**src/rtl/move_commit_ctrl.sv**
```systemverilog
// Move commit controller: validates and commits stones to the board memory.
// Ports: move handshake, clear request, single-port board RAM, status outputs.
module move_commit_ctrl #(
    parameter int BOARD_W = 15,
    parameter int BOARD_H = 15,
    parameter int ADDR_W  = 8
) (
    input  logic              clk,
    input  logic              reset,
    input  logic              move_valid,
    input  logic [3:0]        move_x,
    input  logic [3:0]        move_y,
    output logic              move_ready,
    input  logic              clear_req,
    output logic [ADDR_W-1:0] mem_addr,
    input  logic [1:0]        mem_rd_data,
    output logic              mem_wr_en,
    output logic [1:0]        mem_wr_data,
    output logic [1:0]        cur_player,
    output logic              move_done,
    output logic              move_reject,
    output logic [ADDR_W-1:0] move_count,
    output logic              board_full,
    output logic              busy
);

    localparam int CELLS = BOARD_W * BOARD_H;
    localparam logic [ADDR_W-1:0] LAST    = ADDR_W'(CELLS - 1);
    localparam logic [ADDR_W-1:0] CELLS_A = ADDR_W'(CELLS);
    localparam logic [4:0]        W5      = 5'(BOARD_W);
    localparam logic [4:0]        H5      = 5'(BOARD_H);

    typedef enum logic [2:0] {
        S_CLEAR,
        S_IDLE,
        S_READ,
        S_CHECK,
        S_WRITE,
        S_REJECT
    } state_t;

    state_t            state;
    logic [ADDR_W-1:0] sweep;
    logic [3:0]        x_q;
    logic [3:0]        y_q;
    logic [1:0]        player;
    logic [ADDR_W-1:0] count;
    logic [ADDR_W-1:0] cell_addr;
    logic              in_range;

    assign in_range  = ({1'b0, move_x} < W5) && ({1'b0, move_y} < H5);
    assign cell_addr = ADDR_W'(y_q) * ADDR_W'(BOARD_W) + ADDR_W'(x_q);

    always_ff @(posedge clk) begin
        if (reset) begin
            state  <= S_CLEAR;
            sweep  <= '0;
            player <= 2'b01;
            count  <= '0;
        end else begin
            unique case (state)
                S_CLEAR: begin
                    if (sweep == LAST) begin
                        state  <= S_IDLE;
                        player <= 2'b01;
                        count  <= '0;
                    end else begin
                        sweep <= sweep + 1'b1;
                    end
                end
                S_IDLE: begin
                    // A clear request wins over a simultaneous move.
                    if (clear_req) begin
                        state <= S_CLEAR;
                        sweep <= '0;
                    end else if (move_valid) begin
                        x_q   <= move_x;
                        y_q   <= move_y;
                        state <= in_range ? S_READ : S_REJECT;
                    end
                end
                S_READ: state <= S_CHECK;
                S_CHECK: begin
                    // Any non-empty code, including 11, blocks the move.
                    state <= (mem_rd_data == 2'b00) ? S_WRITE : S_REJECT;
                end
                S_WRITE: begin
                    player <= ~player;
                    if (count != CELLS_A)
                        count <= count + 1'b1;
                    state <= S_IDLE;
                end
                S_REJECT: state <= S_IDLE;
                default:  state <= S_CLEAR;
            endcase
        end
    end

    assign move_ready  = (state == S_IDLE) && !clear_req;
    assign mem_wr_en   = (state == S_CLEAR) || (state == S_WRITE);
    assign mem_wr_data = (state == S_WRITE) ? player : 2'b00;
    assign mem_addr    = (state == S_CLEAR) ? sweep :
                         ((state == S_READ) || (state == S_CHECK) ||
                          (state == S_WRITE)) ? cell_addr : '0;
    assign move_done   = (state == S_WRITE);
    assign move_reject = (state == S_REJECT);
    assign cur_player  = player;
    assign move_count  = count;
    assign board_full  = (count == CELLS_A);
    assign busy        = (state != S_IDLE);

endmodule

```
**config.mk**
```make
export PLATFORM = sky130hd
export DESIGN_NAME = move_commit_ctrl
export DESIGN_NICKNAME = d
export VERILOG_FILES = /design/src/rtl/move_commit_ctrl.sv
export SDC_FILE = /design/constraint.sdc
export NUM_CORES = 1
export LEC_CHECK = 0
export ABC_AREA = 1
export CORE_AREA = 8 8 104 106
export DETAILED_ROUTE_END_ITERATION = 8
export DIE_AREA = 0 0 112 114
export PLACE_DENSITY_LB_ADDON = 0.3
export SYNTH_ARGS = -nofsm -noshare
export SYNTH_HDL_FRONTEND = slang
export SYNTH_SLANG_ARGS = --single-unit
```
**constraint.sdc**
```tcl
create_clock -name clk -period 4.6 [get_ports clk]
set_input_delay 0.46 -clock clk [delete_from_list [all_inputs] [get_ports clk]]
set_output_delay 0.46 -clock clk [all_outputs]
set_load 0.01 [all_outputs]
```
==> run metrics <==
outcome=finished clean; CP max stage cell=sky130_fd_sc_hd__clkdlybuf4s50_1; endpoint of the most critical setup path=mem_addr[4]; Placer Congestion=between 0.8 and 0.9; effective utilization at floorplan=0.247; CTS Hold Bufs=0; critical path data required time=between 4 and 5 ns; clock insertion delay at the later pin of the skew report=about 0.28 ns; Die Footprint=between 10000 and 15000 sq um; total iterations of the first detailed-routing run=4; flop and latch count out of synthesis=29; Fin. Hold Viols=0; total core area=between 9000 and 10000 sq um; Seq. cell area=661 sq um; Port-buffer cells=39; buffering stage count on the worst path with inverters included=3; Final Skew=between 0.005 and 0.006 ns; share of async-settable or async-resettable flops after synthesis=0; crit path cell chain=fa_1 -> fa_1 -> inv_1 -> fa_1 -> inv_1 -> ha_1 -> a21oi_1 -> nand2_1 -> a21oi_1 -> o21ai_0 -> o21ai_0 -> clkdlybuf4s50_1; layout overhead on the synthesized area=28.0%; main area contributors after synthesis=sky130_fd_sc_hd__dfxtp_1 19%, sky130_fd_sc_hd__nand2_1 14%, sky130_fd_sc_hd__ha_1 12%; Ant. Diodes=0; Clock Pin Slew Worst Setup and Hold Paths=approximately 0.07 ns; relative slew slack=0.330; average cell area after synthesis=7.01 sq um; routed via count divided by cell count=~4.4; number of buffers added by the clock tree synthesis step=5; die height=~110 um; Worst Setup End Kind=output pin; vias in the first global route=between 2000 and 2500; slew at the pin closest to its max-slew limit=0.998 ns; post-synthesis instance total=around 320; share of the yosys chip area belonging to registers=0.293; internal power of the cells=between 0.4 and 0.5 mW; placed cell areas=around 2800 sq um; sum of met2 wire segment lengths after detailed routing=~2300 um; Most common cell on crit path=sky130_fd_sc_hd__fa_1; class of the tightest hold or removal check=register to register; most common cell in the netlist=sky130_fd_sc_hd__nand2_1; cell area after technology mapping=2250 sq um; top metal layer carrying routed signals=met4; via count=roughly 2100; total overflow reported by the global router=0; Arr. time, crit path=3.86 ns; distinct cell type count after synthesis=26; total setup violations reported at the end of the flow=0; global-route wire length before repair=a little under 10000 um; root buf cell=sky130_fd_sc_hd__clkbuf_8; crit-path max cell delay=0.57 ns; post-synth top area share=0.187; max-slew violation count=0; placement-stage worst setup slack=0.552 ns; total number of clock tree sinks=29; power density cells=187 nW/um^2; Worst R2R Path Depth=5; FF-to-FF Start=state[2]$_SDFFE_PP0P_; TritonCTS clock tree=yes; nets@finish=around 410; Period minus WS final=around 4.3 ns; commonest cells in the synthesized netlist=83 x sky130_fd_sc_hd__nand2_1, 54 x sky130_fd_sc_hd__inv_1, 40 x sky130_fd_sc_hd__nor2_1, 22 x sky130_fd_sc_hd__nand3_1; DRT Wirelength=around 5600 um; drt initial violations=90; overall fraction of global-route tracks in use=0.0938; CP top delay family=adder cells; post-CTS resize count=0; Fill cells=just under 1000; unrepaired setup endpoints after global routing=no; met3 wire len=465 um; final total negative setup slack=0 ns; Design Area, Final=approximately 2900 sq um; Final Cycle Share=0.940; fraction of power consumed by combinational cells=0.071; count of pins on the block boundary=40; top achievable clock speed=0.231 GHz; Synth Net Count=around 360; max-cap viol count=0; Chip Width=approximately 110 um; area occupied by multi-input gates=about 1400 sq um; CP Launch Point=y_q[1]$_DFFE_PP_; Net Switching=between 0.1 and 0.15 mW; residual DRC count=0; largest net degree at the start of global routing=13; proportion of total power due to net switching=0.222; main flop type after synthesis=sky130_fd_sc_hd__dfxtp_1; number of stages on the worst setup path=12; Critical Setup Path Class=register to output pin; fraction of the core area covered by cells at the end of the flow=0.316; worst reg2reg endpoint=x_q[0]$_DFFE_PP_; count of flip-flops with a built-in enable after synthesis=8; WL per Instance=approximately 12 um; number of buffers between clock root and the deepest sink=2; setup slack after layout=between 0.2 and 0.3 ns; r2r setup slk=between 2 and 2.5 ns; fraction of layout instances using a drive strength above 1=0.0734; proportion of power drawn by the clock network=0.434; number of synthesis warnings=0; count of nets left with antenna violations after detail routing=0; peak supply drop=slightly above 0.09 mV; post-route met1 wirelength=between 2000 and 3000 um; antenna violations before repair=0; Critical Path Fanout Max=7; library cell with the largest summed area after synthesis=sky130_fd_sc_hd__dfxtp_1; type of origin of the critical path=register; leakage power=between 1 and 1.5 nW; Sequential Power Share=0.495; num rows=35; estimated wirelength of the detail-placed design=~4500 um; H-tree depth=2
==> worst reg2reg max path: cells and delay by family (launching register included) <==
kind                   cells  cell delay, ns
buffers and inverters      2            0.35
flip-flops                 1            0.37
AND/OR/NAND/NOR            3            1.03
==> timing repair <==
item / in CTS / in global routing
setup buffers: 0 / 3
endpoints found under the setup margin: 0 / 1
endpoints found under the hold margin: 0 / 0
==> cell usage in the layout (no fill, tap or decap) <==
cell type,n
sky130_fd_sc_hd__nand2_1,83
sky130_fd_sc_hd__edfxtp_1,8
sky130_fd_sc_hd__inv_1,54
sky130_fd_sc_hd__nor2_8,1
sky130_fd_sc_hd__o21ai_1,1
sky130_fd_sc_hd__nand2_4,3
sky130_fd_sc_hd__o21ai_0,11
sky130_fd_sc_hd__nand3_1,22
sky130_fd_sc_hd__or2_2,3
sky130_fd_sc_hd__clkinv_2,1
sky130_fd_sc_hd__dfxtp_1,21
sky130_fd_sc_hd__nor2_1,40
sky130_fd_sc_hd__nand4_1,7
sky130_fd_sc_hd__xnor2_1,2
sky130_fd_sc_hd__ha_1,21
sky130_fd_sc_hd__a21boi_0,1
sky130_fd_sc_hd__inv_2,4
sky130_fd_sc_hd__buf_4,3
sky130_fd_sc_hd__o22ai_1,1
sky130_fd_sc_hd__clkbuf_8,7
sky130_fd_sc_hd__a22o_2,1
sky130_fd_sc_hd__nor3_1,3
sky130_fd_sc_hd__a21oi_1,20
sky130_fd_sc_hd__nand3_2,2
sky130_fd_sc_hd__fa_1,7
sky130_fd_sc_hd__nor2_4,2
sky130_fd_sc_hd__clkdlybuf4s50_1,39
==> cells by family (layout without fill, tap and decap cells) <==
kind of cell,after synthesis,in the layout,synth area share
and+or+nand+nor,166,166,0.331
buffers and inverters,61,108,0.107
AOI/OAI and AO/OA,35,35,0.0817
DFF,29,29,0.293
adders and majority gates,28,28,0.179
xor gates and xnor gates,2,2,0.00778
==> power groups by stage <==
| stage | sequential [mW] | clock, mW | combinational, mW |
|---|---|---|---|
| CTS | 0.267 | 0.245 | 0.0383 |
| global placement | 0.273 | 0 | 0.0380 |
| detailed placement | 0.273 | 0 | 0.0382 |
| global route | 0.267 | 0.256 | 0.0432 |
| finish | 0.267 | 0.234 | 0.0381 |
| floorplan | 0.272 | 0 | 0.0161 |
==> cell type report <==
type                    count  area share
clock buffers               7      0.0334
repair buffers             42       0.143
multi-input cells         231       0.469
inverters                  58      0.0756
flip-flops and latches     29       0.229
clock inverters             1     0.00174
well taps                 111      0.0482
==> routing by layer <==
layer,global-route usage,vias up
met4,0.0360,0
met5,0,-
met3,0.0343,7
met2,0.145,58
li1,-,1103
met1,0.117,939
==> registers in the layout, indices dropped and copies added (netlist names) <==
register / cells
state: 3
sweep: 8
cur_player: 2
move_count: 8
x_q: 4
y_q: 4
==> per-stage QoR <==
step | instances | hold WS [ns] | power (mW)
2_1_floorplan | 321 | 0.466 | 0.288
3_3_place_gp | 468 | 0.477 | 0.311
3_5_place_dp | 468 | 0.482 | 0.311
4_1_cts | 476 | 0.501 | 0.551
5_1_grt | 479 | 0.536 | 0.567
6_report | 479 | 0.510 | 0.540
==> worst min-delay path by stage <==
stage | end | start | slack [ns] | cells past startpoint
floorplan | sweep[0]$_SDFFE_PP0P_ | sweep[0]$_SDFFE_PP0P_ | 0.47 | 2
finish | cur_player[1]$_SDFFE_PP0P_ | cur_player[1]$_SDFFE_PP0P_ | 0.51 | 1
global placement | cur_player[1]$_SDFFE_PP0P_ | cur_player[1]$_SDFFE_PP0P_ | 0.48 | 1
CTS | cur_player[1]$_SDFFE_PP0P_ | cur_player[1]$_SDFFE_PP0P_ | 0.50 | 1
global route | cur_player[1]$_SDFFE_PP0P_ | cur_player[1]$_SDFFE_PP0P_ | 0.54 | 1
detailed placement | cur_player[1]$_SDFFE_PP0P_ | cur_player[1]$_SDFFE_PP0P_ | 0.48 | 1
(Power assumes the default switching activity.)
